**config.mk**
```make
export PLATFORM = sky130hd
export DESIGN_NAME = pixel_event_requester
export DESIGN_NICKNAME = d
export VERILOG_FILES = /design/src/rtl/lib_arbiter_pkg.sv /design/src/rtl/pixel_req_cell.sv /design/src/rtl/pixel_event_requester.sv
export SDC_FILE = /design/constraint.sdc
export NUM_CORES = 1
export LEC_CHECK = 0
export ABC_AREA = 1
export CELL_PAD_IN_SITES_DETAIL_PLACEMENT = 0
export CELL_PAD_IN_SITES_GLOBAL_PLACEMENT = 1
export CORE_UTILIZATION = 41
export DETAILED_ROUTE_END_ITERATION = 10
export GPL_TIMING_DRIVEN = 0
export PLACE_DENSITY_LB_ADDON = 0.12
export SYNTH_ARGS = -nofsm -noshare
export SYNTH_HDL_FRONTEND = slang
export SYNTH_SLANG_ARGS = --single-unit
```
**constraint.sdc**
```tcl
create_clock -name clk_i -period 4.7 [get_ports clk_i]
set_input_delay 0.94 -clock clk_i [delete_from_list [all_inputs] [get_ports clk_i]]
set_output_delay 0.94 -clock clk_i [all_outputs]
set_load 0.02 [all_outputs]
```
**src/rtl/lib_arbiter_pkg.sv**
```systemverilog
// Shared types and constants for the pixel-side arbiter handshake.
// Holds the per-pixel state encoding and the refractory counter sizing helper.
package lib_arbiter_pkg;

   typedef enum logic [1:0] {
      IDLE    = 2'd0,
      REQ     = 2'd1,
      ACK     = 2'd2,
      REFRACT = 2'd3
   } pix_state_t;

   localparam int unsigned REFRACT_CYC_DEF = 4;

   // Width able to hold REFRACT_CYC-1; never narrower than one bit.
   function automatic int unsigned cnt_width(input int unsigned cyc);
      return (cyc > 2) ? $clog2(cyc) : 1;
   endfunction

endpackage

```
**src/rtl/pixel_req_cell.sv**
```systemverilog
// One pixel: request FSM, latched polarity, refractory hold-off and drop/grant-error strobes.
// The refractory counter exists only when PIXEL_REFRACTORY_EN is defined.
module pixel_req_cell
   import lib_arbiter_pkg::*;
#(
   parameter int unsigned REFRACT_CYC = REFRACT_CYC_DEF
) (
   input  logic i_clk,
   input  logic i_rst,
   input  logic i_evt,
   input  logic i_evt_pol,
   input  logic i_gnt,
   output logic o_req,
   output logic o_pol,
   output logic o_active,
   output logic o_drop,
   output logic o_gnt_err
);

   pix_state_t r_state;
   pix_state_t w_state_nxt;
   logic       r_pol;
   logic       w_pol_nxt;

`ifdef PIXEL_REFRACTORY_EN
   localparam int unsigned CntW = cnt_width(REFRACT_CYC);

   logic [CntW-1:0] r_cnt;
   logic [CntW-1:0] w_cnt_nxt;

   always_ff @(posedge i_clk or posedge i_rst) begin
      if (i_rst) r_cnt <= '0;
      else       r_cnt <= w_cnt_nxt;
   end
`else
   logic w_unused_refract;
   assign w_unused_refract = (REFRACT_CYC != 0);
`endif

   always_ff @(posedge i_clk or posedge i_rst) begin
      if (i_rst) begin
         r_state <= IDLE;
         r_pol   <= 1'b0;
      end else begin
         r_state <= w_state_nxt;
         r_pol   <= w_pol_nxt;
      end
   end

   always_comb begin
      w_state_nxt = r_state;
      w_pol_nxt   = r_pol;
      o_drop      = 1'b0;
      o_gnt_err   = 1'b0;
`ifdef PIXEL_REFRACTORY_EN
      w_cnt_nxt   = r_cnt;
`endif
      case (r_state)
         IDLE: begin
            o_gnt_err = i_gnt;
            if (i_evt) begin
               w_state_nxt = REQ;
               w_pol_nxt   = i_evt_pol;
            end
         end
         // A grant wins over a same-cycle event; the event is counted as dropped.
         REQ: begin
            o_drop = i_evt;
            if (i_gnt) w_state_nxt = ACK;
         end
         ACK: begin
            o_drop = i_evt;
            if (!i_gnt) begin
`ifdef PIXEL_REFRACTORY_EN
               if (REFRACT_CYC == 0) begin
                  w_state_nxt = IDLE;
               end else begin
                  w_state_nxt = REFRACT;
                  w_cnt_nxt   = CntW'(REFRACT_CYC - 1);
               end
`else
               w_state_nxt = IDLE;
`endif
            end
         end
         REFRACT: begin
            o_drop    = i_evt;
            o_gnt_err = i_gnt;
`ifdef PIXEL_REFRACTORY_EN
            if (r_cnt == '0) w_state_nxt = IDLE;
            else             w_cnt_nxt   = r_cnt - 1'b1;
`else
            w_state_nxt = IDLE;
`endif
         end
         default: w_state_nxt = IDLE;
      endcase
   end

   assign o_req    = (r_state == REQ);
   assign o_pol    = r_pol;
   assign o_active = (r_state != IDLE);

endmodule

```
**src/rtl/pixel_event_requester.sv**
```systemverilog
// Pixel-array side of the req/gnt handshake: one request cell per pixel plus shared readout.
// Refractory hold-off is built only when PIXEL_REFRACTORY_EN is defined.
module pixel_event_requester
   import lib_arbiter_pkg::*;
#(
   parameter int unsigned Lvl_ROWS    = 2,
   parameter int unsigned Lvl_COLS    = 2,
   parameter int unsigned REFRACT_CYC = REFRACT_CYC_DEF,
   parameter int unsigned DROP_W      = 16
) (
   input  logic                               clk_i,
   input  logic                               reset_i,
   input  logic [Lvl_ROWS-1:0][Lvl_COLS-1:0]  evt_i,
   input  logic [Lvl_ROWS-1:0][Lvl_COLS-1:0]  evt_pol_i,
   input  logic [Lvl_ROWS-1:0][Lvl_COLS-1:0]  gnt_i,
   output logic [Lvl_ROWS-1:0][Lvl_COLS-1:0]  req_o,
   output logic                               pol_o,
   output logic                               busy_o,
   output logic [DROP_W-1:0]                  drop_cnt_o,
   output logic                               proto_err_o
);

   localparam int unsigned NPix = Lvl_ROWS * Lvl_COLS;
   localparam int unsigned SumW = $clog2(NPix + 1);
   localparam int unsigned AccW = ((DROP_W > SumW) ? DROP_W : SumW) + 1;

   logic [Lvl_ROWS-1:0][Lvl_COLS-1:0] w_pol;
   logic [Lvl_ROWS-1:0][Lvl_COLS-1:0] w_active;
   logic [Lvl_ROWS-1:0][Lvl_COLS-1:0] w_drop;
   logic [Lvl_ROWS-1:0][Lvl_COLS-1:0] w_gnt_err;
   logic [NPix-1:0]                   w_drop_flat;
   logic [SumW-1:0]                   w_drop_num;
   logic [AccW-1:0]                   w_drop_sum;
   logic [DROP_W-1:0]                 r_drop_cnt;
   logic                              r_busy;
   logic                              r_proto_err;

   for (genvar gr = 0; gr < Lvl_ROWS; gr++) begin : g_row
      for (genvar gc = 0; gc < Lvl_COLS; gc++) begin : g_col
         pixel_req_cell #(
            .REFRACT_CYC (REFRACT_CYC)
         ) u_cell (
            .i_clk     (clk_i),
            .i_rst     (reset_i),
            .i_evt     (evt_i[gr][gc]),
            .i_evt_pol (evt_pol_i[gr][gc]),
            .i_gnt     (gnt_i[gr][gc]),
            .o_req     (req_o[gr][gc]),
            .o_pol     (w_pol[gr][gc]),
            .o_active  (w_active[gr][gc]),
            .o_drop    (w_drop[gr][gc]),
            .o_gnt_err (w_gnt_err[gr][gc])
         );
      end
   end

   assign w_drop_flat = w_drop;

   always_comb begin
      w_drop_num = '0;
      for (int k = 0; k < NPix; k++) begin
         w_drop_num = w_drop_num + SumW'(w_drop_flat[k]);
      end
   end

   // Extra headroom bit(s) let a single add detect overflow for saturation.
   assign w_drop_sum = AccW'(r_drop_cnt) + AccW'(w_drop_num);

   always_ff @(posedge clk_i or posedge reset_i) begin
      if (reset_i) begin
         r_drop_cnt  <= '0;
         r_busy      <= 1'b0;
         r_proto_err <= 1'b0;
      end else begin
         r_drop_cnt  <= (w_drop_sum[AccW-1:DROP_W] != '0) ? '1 : w_drop_sum[DROP_W-1:0];
         r_busy      <= |w_active;
         r_proto_err <= r_proto_err | (|w_gnt_err);
      end
   end

   assign pol_o       = |(gnt_i & w_pol);
   assign busy_o      = r_busy;
   assign drop_cnt_o  = r_drop_cnt;
   assign proto_err_o = r_proto_err;

endmodule

```
==> run summary, run 1 <==
The flow ran to the end, and the final reports show no timing, DRC or antenna violations. The worst max-slew margin expressed relative to the limit is 0.752. In this run the static leakage power is ~1.2 nW. Routability-driven placement finished with a final weighted congestion of 0.737. The biggest area contributor in the post-synthesis netlist is sky130_fd_sc_hd__dfrtp_1. The number of top-level pins is 37.

The top cell type's share of synthesized area came out at 0.396. The CTS tree is built. The maximum level of the CTS H-tree came out at 2. Of the available clock period, the critical path in the final layout requires 0.711. The worst supply voltage drop on vdd is 314 uV. Leaving out filler cells and counting taps, the final layout contains 321. The clock-pin transition on the worst setup and hold timing paths came out at 0.07 ns.

The simple-gate area share of the yosys netlist is 0.249. After detailed routing, the number of remaining DRC violations is 0. The post-synthesis xor/xnor area fraction came out at 0.0231. Of the synthesized area, sequential elements account for 0.396.

In the final layout, the multi-input gates occupy 948 um^2. The count of endpoints failing hold in the final timing report is 0. The slew at the pin closest to its max-slew limit came out at 0.368 ns. The average wire per standard cell came out at 12.0 um. The count of input and output buffers is 36. The number of warnings reported in the yosys synthesis log came out at 0. The worst setup path is launched from a primary input. The post-CTS setup buffer count came out at 0. Setup repair after global routing left no endpoint under its margin.

Of the total synthesized cell area, the portion taken by full adders, half adders and majority gates is 0.144. The number of gates resized after CTS was 0. Summed over all nets, the switching power comes to 0.563 mW. The global-route track usage on met1 is 0.215. The count of unique library cells instantiated by Yosys is 26. The insertion delay to the later sink of the worst-skew pair is roughly 0.28 ns. The number of pins with negative max-slew slack in the final report came out at 0. The cell count after placement came out at 312. The combinational family with the most area after synthesis is simple AND/OR/NAND/NOR gates. The met3 global-route usage came out at 0.0462. The cell area that synthesis handed to floorplanning was approximately 1900 um^2. The share of total power dissipated in combinational logic is 0.521.

Each instance of the synthesized netlist takes up on average 8.47 um^2. STA classifies the critical path endpoint as a flip-flop. The design draws 1.34 mW. In the global route stage, met2 resource usage came out at 0.308. The fraction of registers with async set or reset after synthesis is 1.00.

Counting the fill cells in the layout gives 433. The overall routing resource usage is 0.179. The post-synthesis instance total is between 200 and 250.

The ratio of routed vias to standard cells is 4.77. The clock root buffer is sky130_fd_sc_hd__clkbuf_8. The first-pass GRT wire length came out at 6840 um. Between clock sinks in the finished design, the worst skew comes to 0.00520 ns. 0 antenna diodes ended up in the layout.

The number of clock sinks seen by CTS is 30. The starting density of the core is 0.430. The via count of the first global-routing pass is roughly 1500. The fraction of synthesized area in multiplexers is 0. The total power density per cell area is around 550 nW/um^2.

The part of the power in the clock network is 0.164. The floorplan step set the die height to 70.0 um. Compared with the post-synthesis result, the final layout area differs by 28.3%. The residual overflow from global routing came out at 0.

Among all flip-flop cells after synthesis, the most frequent one is sky130_fd_sc_hd__dfrtp_1. The count of hold-fix buffers inserted at cts is 0. The number of nets produced by synthesis is between 200 and 300.

The complex-gate fraction of the synthesized area came out at 0.0837. The initial antenna violation count is 0. At the end of the flow the core is filled with cells to 0.552. Derived from the worst setup path, the maximum achievable clock frequency is between 0.2 and 0.3 GHz. The number of buffers created by CTS is 5. The number of antenna-violating nets in the routed design came out at 0. The area enclosed by the die boundary came out at 4910 um^2. The detailed placement HPWL came out at 2820 um. The endpoint arrival time on the critical path is 3.56 ns. The width of the die came out at 70.0 um. Entering global routing, the biggest net connects 31 pins.

The longest clock path from root to sink contains 2 buffers. The smallest clock period supported by the final layout is computed as about 3.3 ns. The design area came out at 2430 um^2. By startpoint and endpoint, the worst setup path is classified as in -> reg. The sequential power share came out at 0.315. The first-iteration detailed-routing DRC count came out at 76.

Detailed routing inserted a total of 1530 vias. The area of the core is 4410 um^2. By area the synthesized netlist is led by sky130_fd_sc_hd__dfrtp_1 (40%), sky130_fd_sc_hd__ha_1 (11%), sky130_fd_sc_hd__nand2_1 (9.3%).

The peak-usage layer in the global routing report is met2. Of the total power, the share spent switching nets is 0.421. The setup slack of the worst register-to-register path is 1.86 ns. Of the cells placed in the final design, the portion with a size suffix greater than 1 is 0.112. The maximum fanout along the worst path is 10. The number of cell rows is 24. The total detailed-routing wirelength is 3860 um. After the last flow step, the layout net total stands at 302.

The instance area after placement is around 2300 um^2. For this run, the detailed router's first-pass iteration total came to 4. The synthesized design contains 30 register bits. The required time of the worst setup path is about 4.9 ns. The reported max-cap violation count came out at 0. The internal portion of the total power is 0.775 mW. The setup total negative slack came out at 0 ns.

The number of flops mapped to enable cells by yosys came out at 0. The sequential cell area in the final layout came out at 751 um^2. The number of setup violations in the final report came out at 0. The worst min-delay path class is reg -> reg.
-- power by group through the flow --
stage / clock, mW / combinational, mW / sequential (mW)
after floorplan: 0 / 0.445 / 0.456
after global placement: 0 / 0.692 / 0.426
after detailed placement: 0 / 0.699 / 0.426
after CTS: 0.227 / 0.708 / 0.423
after global routing: 0.238 / 0.804 / 0.434
final: 0.220 / 0.697 / 0.421
-- registers in the layout, summed over array words and instances, names as in the netlist --
| signal | count |
|---|---|
| busy_o | 1 |
| g_row.g_col.u_cell.o_pol | 4 |
| drop_cnt_o | 16 |
| proto_err_o | 1 |
| g_row.g_col.u_cell.r_state | 8 |
-- final timing paths --
kind	from	endpoint	cells past startpoint
setup / recovery	evt_i[0]	drop_cnt_o[5]	11
hold / removal	proto_err_o	proto_err_o	2
min in group asynchronous	reset_i	drop_cnt_o[4]	2
setup reg to reg	g_row[0].g_col[0].u_cell.r_state[0]	drop_cnt_o[5]	13
max in group asynchronous	reset_i	g_row[0].g_col[0].u_cell.r_state[0]	3
hold reg to reg	proto_err_o	proto_err_o	2
-- layer usage --
layer  part of all wire  vias to the layer above
li1                   -                      782
met2               0.49                       36
met3              0.043                        7
met1               0.45                      705
met4              0.018                        0
met5                  0                        -
-- cells in the mapped netlist (all sizes together), types with 2 or more instances --
library cell / n
a21oi: 5
inv: 42
nand4: 4
xor2: 4
buf: 5
o21ai: 15
fa: 3
dfrtp: 30
nand3: 12
a22oi: 3
nand3b: 2
nand2: 55
ha: 17
nor2: 20
a31oi: 3
-- kinds of logic (layout without fill, tap and decap cells) --
group / count (synthesis) / count (layout)
flip-flops: 30 / 30
buffers and inverters: 47 / 92
adder cells (fa/ha/maj): 20 / 20
XOR/XNOR: 5 / 5
AO/OA/AOI/OAI: 28 / 28
AND/OR/NAND/NOR: 94 / 94
-- layout make-up --
cell class / count / area share
Multi-Input combinational cell: 147 / 0.390
Sequential cell: 30 / 0.308
Timing Repair Buffer: 37 / 0.156
Inverter: 42 / 0.0647
Clock buffer: 7 / 0.0355
Tap cell: 52 / 0.0267
Buffer: 5 / 0.0170
Clock inverter: 1 / 0.00206
-- cells in the final DEF, fill, tap and decap left out, types with 4 or more instances in the layout --
cell	n
sky130_fd_sc_hd__nand2_1	47
sky130_fd_sc_hd__inv_1	41
sky130_fd_sc_hd__clkdlybuf4s50_1	36
sky130_fd_sc_hd__dfrtp_1	30
sky130_fd_sc_hd__ha_1	17
sky130_fd_sc_hd__nor2_1	16
sky130_fd_sc_hd__o21ai_0	13
sky130_fd_sc_hd__nand3_1	9
sky130_fd_sc_hd__nand2_2	8
sky130_fd_sc_hd__clkbuf_8	6
sky130_fd_sc_hd__a21oi_1	5
sky130_fd_sc_hd__xor2_1	4
sky130_fd_sc_hd__buf_4	4
-- per-stage QoR --
step / setup WS (ns) / hold WS (ns)
2_1_floorplan: 1.86 / 0.478
3_3_place_gp: 1.08 / 0.467
3_5_place_dp: 1.07 / 0.482
4_1_cts: 1.35 / 0.498
5_1_grt: 1.17 / 0.523
6_report: 1.36 / 0.498
-- critical path: stages --
cell and delay [ns]:
sky130_fd_sc_hd__clkdlybuf4s50_1 0.53, sky130_fd_sc_hd__nand2_1 0.12, sky130_fd_sc_hd__fa_1 0.49, sky130_fd_sc_hd__fa_1 0.43, sky130_fd_sc_hd__inv_1 0.10, sky130_fd_sc_hd__fa_1 0.22
sky130_fd_sc_hd__nand2_2 0.11, sky130_fd_sc_hd__nor2_4 0.19, sky130_fd_sc_hd__nand4_4 0.18, sky130_fd_sc_hd__buf_6 0.20, sky130_fd_sc_hd__nand2_1 0.07
Power figures use the tool's default switching activity.
==> inputs of run 2 (changes only) <==
--- a/config.mk
+++ b/config.mk
@@ -8,7 +8,7 @@
 export ABC_AREA = 1
 export CELL_PAD_IN_SITES_DETAIL_PLACEMENT = 0
 export CELL_PAD_IN_SITES_GLOBAL_PLACEMENT = 1
-export CORE_UTILIZATION = 41
+export CORE_UTILIZATION = 35
 export DETAILED_ROUTE_END_ITERATION = 10
 export GPL_TIMING_DRIVEN = 0
 export PLACE_DENSITY_LB_ADDON = 0.12
==> constraint.sdc (replaced) <==
create_clock -name clk_i -period 2.8 [get_ports clk_i]
set_input_delay 0.56 -clock clk_i [delete_from_list [all_inputs] [get_ports clk_i]]
set_output_delay 0.56 -clock clk_i [all_outputs]
set_load 0.02 [all_outputs]
==> run summary, run 2 (synthesized netlist as in run 1, its figures left out) <==
The count of endpoints failing hold in the final timing report came out at 0 (unchanged). The count of antenna diodes in the layout came out at 0 (unchanged). The final core utilization came to 0.489 (-0.0627). The combinational share of power came out at 0.546 (+0.025). The launching point of the worst reg2reg path is g_row[0].g_col[0].u_cell.r_state[1]. The average wire per standard cell was 11.4 um (-5.0%). The starting density of the core is 0.367 (-0.0630). The combined area of the multi-input logic cells came out at 963 um^2 (+1.6%).

The count of vias placed by the detailed router is 1560 (+2.0%). The width of the die came out at 75.6 um (+8.0%). The maximum number of pins on one net before global-route repair came to 31 (unchanged). The total DRC errors in the routed layout came to 0 (unchanged). The worst setup path is launched from a flip-flop. The area of the core was 5170 um^2 (+17%). The number of clock sinks seen by CTS is 30 (unchanged). The total detailed-routing wirelength came out at 3950 um (+2.4%). In the finished design, the share of the clock period the worst path needs comes to 0.918.

The setup total negative slack is 0 ns (unchanged). The detailed placement HPWL came to 2960 um (+5.0%). The insertion delay to the later sink of the worst-skew pair is 0.28 ns (about the same). The worst-case hold slack is 0.491 ns (-0.00653 ns). The number of pins with negative max-slew slack in the final report came out at 0 (unchanged). The part of the power in the clock network was 0.144 (-0.020). In the layout the commonest cells are sky130_fd_sc_hd__nand2_1 (45), sky130_fd_sc_hd__inv_1 (34), sky130_fd_sc_hd__clkdlybuf4s50_1 (34). The number of detailed-routing iterations run before antenna repair came out at 4 (unchanged).

Leaving out fill and tap cells, the most frequent cell in the layout is sky130_fd_sc_hd__nand2_1. The number of cell rows is 26 (+8.3%). The maximum level of the CTS H-tree came out at 2 (unchanged). The floorplan die height is 75.6 um (+8.0%).

The number of setup violations in the final report was 0 (unchanged). The overall routing resource usage came out at 0.152 (-0.0269). The end of the worst register-to-register path is drop_cnt_o[12]. The count of cells along the worst register-to-register path came out at 14 (+1). The final standard cell count with taps included and fillers excluded is 346 (+7.8%). The worst hold path belongs to the class reg -> reg.

The number of cells traversed by the worst hold path came out at 2 (unchanged). The initial antenna violation count came out at 0 (unchanged). The maximum operating frequency came out at 0.389 GHz. The internal portion of total power is 1.34 mW (+72%).

The worst setup path is captured at a flip-flop. The fraction of layout cells with a size suffix above 1 is 0.178 (+0.0660). The number of flip-flops under the largest register name is 16 (unchanged). The worst supply voltage drop on vdd is 437 uV (+39%). The shortest clock period the worst path allows after layout is 2.57 ns. The power spent charging and discharging nets was 0.979 mW (+74%). The first-iteration detailed-routing DRC count is 52 (-32%). The worst max-slew margin expressed relative to the limit came out at 0.750 (-0.00278). The total power density per cell area is 916 nW/um^2 (+67%). The total leakage power came to 1.25 nW (+3.3%). The residual overflow from global routing came to 0 (unchanged). The area enclosed by the die boundary came out at 5720 um^2 (+17%). From synthesis to final layout, the design area changed by 33.2%. Setup repair after global routing left no endpoint under its margin. The endpoint arrival time on the critical path is 2.73 ns (-0.83 ns). The cell count after placement is 330 (+5.8%).

The count of input and output buffers came to 36 (unchanged). The number of top-level pins came out at 37 (unchanged). The ratio of routed vias to standard cells is 4.51 (-5.4%). The via count of the first global-routing pass came out at 1398 (-9.3%). The setup slack of the worst register-to-register path was 0.23 ns (-1.63 ns). The clock skew after layout came to 0.00398 ns (-0.00122 ns).

The final layout net count came out at 310 (+2.6%). The maximum count of clock buffers along a single path came out at 2 (unchanged). The critical path in this run is classified as reg -> reg. The number of buffers created by CTS came out at 5 (unchanged). The maximum fanout along the worst path came out at 4 (-6). TritonCTS built the clock tree. The slew at the pin closest to its max-slew limit was 0.372 ns (+0.00413 ns). The switching share of power came out at 0.423 (+0.00191). The clock root buffer is sky130_fd_sc_hd__clkbuf_8. The placer's final routability congestion estimate came out at 0.735 (-0.30%). The required time of the worst setup path came out at 2.96 ns (-1.96 ns). The worst min-delay path endpoint is proto_err_o. The sequential cell area in the final layout is 751 um^2 (unchanged). The number of fill cells is 497 (+15%). The first-pass GRT wire length is 6430 um (-6.0%). The reported max-cap violation count came out at 0 (unchanged). The worst hold path begins at proto_err_o.

The sequential power share is 0.310 (-0.005). The clock-pin transition on the worst setup and hold timing paths was 0.07 ns (about the same). The run finished with clean final reports. The number of antenna-violating nets in the routed design was 0 (unchanged).
-- run 2: cell types whose count changed in the layout (fill, tap and decap cells not counted), moves of 2 or more --
| cell | before | now |
|---|---|---|
| sky130_fd_sc_hd__fa_2 | 0 | 2 |
| sky130_fd_sc_hd__clkdlybuf4s50_1 | 36 | 34 |
| sky130_fd_sc_hd__inv_1 | 41 | 34 |
| sky130_fd_sc_hd__buf_4 | 4 | 11 |
| sky130_fd_sc_hd__dlygate4sd2_1 | 0 | 2 |
| sky130_fd_sc_hd__inv_2 | 0 | 7 |
| sky130_fd_sc_hd__nand2_1 | 47 | 45 |
| sky130_fd_sc_hd__fa_1 | 3 | 1 |
-- run 2: final cells by class --
cell class | instances | area share
Inverter | 42 | 0.0623
Multi-Input combinational cell | 147 | 0.381
Tap cell | 70 | 0.0346
Clock inverter | 2 | 0.00396
Clock buffer | 5 | 0.0272
Timing Repair Buffer | 45 | 0.178
Buffer | 5 | 0.0163
Sequential cell | 30 | 0.297
-- run 2: how the worst max path moves through the flow --
stage | startpoint | endpoint | slack (ns)
finish | g_row[0].g_col[0].u_cell.r_state[1] | drop_cnt_o[12] | 0.23
global placement | evt_i[0] | drop_cnt_o[5] | -0.46
detailed placement | evt_i[0] | drop_cnt_o[5] | -0.48
CTS | g_row[0].g_col[0].u_cell.r_state[0] | drop_cnt_o[12] | 0.001
global route | g_row[0].g_col[0].u_cell.r_state[0] | drop_cnt_o[12] | 0.06
floorplan | g_row[0].g_col[0].u_cell.r_state[0] | drop_cnt_o[5] | 0.24
-- run 2: layer usage --
metal  vias to the layer above  wire (um)  global-route usage
li1                        803          -                   -
met1                       716       2060               0.231
met2                        34       1680               0.213
met3                         7        151              0.0370
met4                         0         52              0.0432
met5                         -          0                   0
-- run 2: critical path, cell delays in order (launching register included) --
cell,delay (ns)
sky130_fd_sc_hd__dfrtp_1,0.38
sky130_fd_sc_hd__inv_2,0.06
sky130_fd_sc_hd__ha_1,0.18
sky130_fd_sc_hd__inv_2,0.06
sky130_fd_sc_hd__nand2_2,0.06
sky130_fd_sc_hd__fa_1,0.47
sky130_fd_sc_hd__fa_2,0.35
sky130_fd_sc_hd__inv_2,0.08
sky130_fd_sc_hd__fa_2,0.23
sky130_fd_sc_hd__nand2_4,0.08
sky130_fd_sc_hd__nor2_4,0.17
sky130_fd_sc_hd__buf_6,0.12
sky130_fd_sc_hd__nand3_1,0.06
sky130_fd_sc_hd__nand2_1,0.09
sky130_fd_sc_hd__nand3_2,0.07
-- run 2: repair_timing --
| action | 4_1_cts | 5_1_grt |
|---|---|---|
| buffers inserted | 6 | 2 |
| endpoints found under the setup margin | 16 | 16 |
| resized for setup | 4 | 11 |
| hold buffers | 0 | 0 |
| pin swaps | 3 | 5 |
-- run 2: per-stage QoR --
stage	power [mW]	cell area [um^2]	worst slack [ns]
after floorplan	1.51	1900	0.244
after global placement	1.88	2350	-0.461
after detailed placement	1.89	2350	-0.476
after CTS	2.28	2470	0.00141
after global routing	2.54	2530	0.0601
final	2.32	2530	0.230
-- run 2: power groups by stage --
stage               combinational (mW)  clock [mW]  sequential, mW
finish                            1.27       0.333           0.718
floorplan                        0.747           0           0.765
global route                      1.43       0.367           0.743
CTS                               1.22       0.347           0.711
detailed placement                1.17           0           0.720
global placement                  1.16           0           0.721
==> inputs of run 3 (changes only) <==
--- a/config.mk
+++ b/config.mk
@@ -5,10 +5,9 @@
 export SDC_FILE = /design/constraint.sdc
 export NUM_CORES = 1
 export LEC_CHECK = 0
-export ABC_AREA = 1
 export CELL_PAD_IN_SITES_DETAIL_PLACEMENT = 0
 export CELL_PAD_IN_SITES_GLOBAL_PLACEMENT = 1
-export CORE_UTILIZATION = 35
+export CORE_UTILIZATION = 36
 export DETAILED_ROUTE_END_ITERATION = 10
 export GPL_TIMING_DRIVEN = 0
 export PLACE_DENSITY_LB_ADDON = 0.12
==> run summary, run 3 <==
The run finished, with violations left. The final reports fail on setup timing. The area of the mapped netlist is 1840 um^2 (-2.8%). The worst min-delay path class is reg -> reg.

The final layout net count is 265 (-15%). The required time of the worst setup path came out at 3.02 ns (+0.06 ns). The area of the core is 4820 um^2 (-6.9%). The kind of cell with the highest combined delay on the critical path is adder cells. Traced cell by cell, the critical path runs through inv_2, ha_4, nand2b_4, fa_1, fa_2, buf_6, nor2b_4, o211ai_1, or4_4, nand3_2. The flip-flop and latch count after synthesis came out at 30 (unchanged). Summed over all instances, the cell type with the most area after synthesis is sky130_fd_sc_hd__dfrtp_1. The total DRC errors in the routed layout is 0 (unchanged). The count of antenna diodes in the layout was 0 (unchanged). The placer's final routability congestion estimate is 0.793 (+7.9%). The total detailed-routing wirelength is 4120 um (+4.3%).

The number of fill cells is 466 (-6.2%). The floorplan die height is 73.6 um (-2.7%). The number of pins with negative max-slew slack in the final report is 0 (unchanged). The number of buffer and inverter stages on the critical path is 2 (-2). The count of input and output buffers is 36 (unchanged). The cell sitting at the root of the clock tree is a sky130_fd_sc_hd__clkbuf_8. Setup repair after global routing could not meet its margin everywhere. The internal portion of total power is 1.49 mW (+12%). The detailed placement HPWL was 2990 um (+1.3%).

The first-iteration detailed-routing DRC count is 38 (-27%). The setup total negative slack came out at -0.0334 ns (-0.0334 ns). The count of endpoints failing hold in the final timing report is 0 (unchanged).

The clock-pin transition on the worst setup and hold timing paths is 0.07 ns (about the same). The fraction of the cycle the final worst path needs was 1.01 (+0.0941). The first-pass GRT wire length came out at 6760 um (+5.2%). The worst max-slew margin expressed relative to the limit is 0.566 (-0.183). The clock skew after layout came out at 0.00756 ns (+0.00358 ns). The shortest clock period the worst path allows after layout is 2.83 ns (+0.263 ns). The area enclosed by the die boundary came out at 5410 um^2 (-5.4%).

The CTS tree is built. In the layout the commonest cells are sky130_fd_sc_hd__clkdlybuf4s50_1 (34), sky130_fd_sc_hd__dfrtp_1 (30), sky130_fd_sc_hd__nand2_1 (15), sky130_fd_sc_hd__ha_1 (15), sky130_fd_sc_hd__inv_1 (14). The post-synthesis instance total is 177 (-21%). The commonest cells after synthesis are sky130_fd_sc_hd__dfrtp_1 (30), sky130_fd_sc_hd__inv_1 (19), sky130_fd_sc_hd__ha_1 (17). Yosys attributes the largest share of cell area to sky130_fd_sc_hd__dfrtp_1 (41%), sky130_fd_sc_hd__ha_1 (12%), sky130_fd_sc_hd__mux2_2 (4.9%). The power spent charging and discharging nets came to 0.981 mW (+0.20%). The number of flip-flops under the largest register name came out at 16 (unchanged). The number of antenna-violating nets in the routed design came out at 0 (unchanged). The count of unique library cells instantiated by Yosys is 42 (+62%). Compared with the post-synthesis result, the final layout area differs by 38.7%. The final core utilization is 0.531 (+0.0420). The ratio of routed vias to standard cells came to 4.93 (+9.4%). The switching share of power was 0.397 (-0.0260).

The number of flops mapped to enable cells by yosys is 0 (unchanged). The placement-stage worst setup slack is -0.674 ns (-0.198 ns). The worst setup path is launched from a flip-flop.

The fraction of layout cells with a size suffix above 1 was 0.251 (+0.0735). The via count of the first global-routing pass came out at 1464 (+4.7%). The overall routing resource usage is 0.167 (+0.0145). The total leakage power is 1.16 nW (-7.1%). The reported max-cap violation count is 0 (unchanged). The worst-case hold slack came out at 0.497 ns (+0.00552 ns). For this run, the leading register cell type out of synthesis is sky130_fd_sc_hd__dfrtp_1.

The delay of the slowest cell on the worst path came out at 0.54 ns (+0.07 ns). The number of clock sinks seen by CTS came out at 30 (unchanged). The fraction of registers with async set or reset after synthesis is 1.00 (unchanged). The insertion delay to the later sink of the worst-skew pair came to 0.28 ns (about the same). STA classifies the critical path endpoint as a flip-flop. The number of cell rows came to 25 (-3.8%). The library cell used most frequently in the layout, excluding fill and tap cells, is sky130_fd_sc_hd__clkdlybuf4s50_1. The maximum number of pins on one net before global-route repair is 31 (unchanged). The count of vias placed by the detailed router is 1470 (-5.8%). The part of the power in the clock network was 0.134 (-0.010). The maximum fanout along the worst path is 6 (+2). The leading cell type by number of instances after synthesis is sky130_fd_sc_hd__dfrtp_1.

The average cell area after synthesis came out at 10.4 um^2 (+23%). The number of setup violations in the final report is 1 (+1). The initial antenna violation count came out at 0 (unchanged).

The total power density per cell area is 967 nW/um^2 (+5.6%). The maximum level of the CTS H-tree came out at 2 (unchanged). The residual overflow from global routing is 0 (unchanged). The worst supply voltage drop on vdd came to 540 uV (+24%). The share of the yosys chip area belonging to registers is 0.407 (+0.0115).

The sequential power share came to 0.305 (-0.005). The combinational share of power is 0.561 (+0.015). The width of the die came out at 73.6 um (-2.7%). The number of buffers created by CTS came out at 5 (unchanged). The setup slack of the critical path after layout came out at -0.0334 ns (-0.263 ns). The maximum operating frequency is 0.353 GHz (-9.3%). The number of detailed-routing iterations run before antenna repair is 4 (unchanged). The slew at the pin closest to its max-slew limit is 0.650 ns (+0.278 ns). The number of nets produced by synthesis is 211 (-18%).

The maximum count of clock buffers along a single path is 2 (unchanged). The starting density of the core came out at 0.383 (+0.0159). The endpoint arrival time on the critical path came out at 3.06 ns (+0.33 ns). The average wire per standard cell is 13.8 um (+21%).

The top cell type's share of synthesized area is 0.407 (+0.0115). The number of warnings reported in the yosys synthesis log is 0 (unchanged). The type of the worst setup path is reg -> reg. The number of top-level pins is 37 (unchanged). The slowest cell on the critical path is sky130_fd_sc_hd__or4_4.
-- run 3: power groups by stage --
stage | combinational [mW] | sequential, mW | clock, mW
finish | 1.39 | 0.755 | 0.331
floorplan | 0.755 | 0.786 | 0
global route | 1.54 | 0.777 | 0.358
global placement | 1.18 | 0.736 | 0
CTS | 1.25 | 0.749 | 0.338
detailed placement | 1.21 | 0.745 | 0
-- run 3: cell families after synthesis --
group | after synthesis | synth area share
compound gates | 34 | 0.117
xor+xnor | 7 | 0.0332
fa+ha+maj | 20 | 0.148
buf+inv | 24 | 0.0611
flops | 30 | 0.407
mux | 9 | 0.0550
simple gates | 53 | 0.179
-- run 3: cell type report --
cell class              count  area [um^2]  area share
plain buffers               5         41.3      0.0161
clock buffers               5         68.8      0.0269
clock inverters             2         10.0     0.00391
inverters                  19         71.3      0.0279
multi-input cells         123         1060       0.414
flip-flops and latches     30          751       0.294
well taps                  67         83.8      0.0328
repair buffers             47          472       0.184
-- run 3: stage by stage --
step / power [mW] / area (um^2) / instances
CTS: 2.33 / 2420 / 288
floorplan: 1.54 / 1840 / 177
detailed placement: 1.95 / 2290 / 280
global placement: 1.92 / 2290 / 280
global route: 2.68 / 2560 / 298
finish: 2.47 / 2560 / 298
-- run 3: worst paths after layout --
kind	slack, ns	end	cells past startpoint	from
max	-0.03	drop_cnt_o[11]	10	g_row[1].g_col[0].u_cell.r_state[0]
min	0.50	proto_err_o	1	proto_err_o
max reg2reg	-0.03	drop_cnt_o[11]	10	g_row[1].g_col[0].u_cell.r_state[0]
min reg2reg	0.50	proto_err_o	1	proto_err_o
max in group asynchronous	1.62	g_row[0].g_col[0].u_cell.o_pol	3	reset_i
min in group asynchronous	0.66	g_row[1].g_col[1].u_cell.o_pol	2	reset_i
-- run 3: layer usage --
| layer | track usage | part of all wire | wire length, um |
|---|---|---|---|
| met5 | 0 | 0 | 0 |
| met4 | 0.0812 | 0.016 | 65 |
| met3 | 0.0412 | 0.038 | 156 |
| met2 | 0.278 | 0.50 | 2050 |
| met1 | 0.201 | 0.45 | 1850 |
-- run 3: what timing repair did --
| action | in CTS | in global routing |
|---|---|---|
| setup endpoints to repair | 16 | 15 |
| hold buffers | 0 | 0 |
| pin swaps | 4 | 7 |
| setup buffers | 1 | 9 |
| hold endpoints to repair | 0 | 0 |
| gates resized for setup | 9 | 15 |
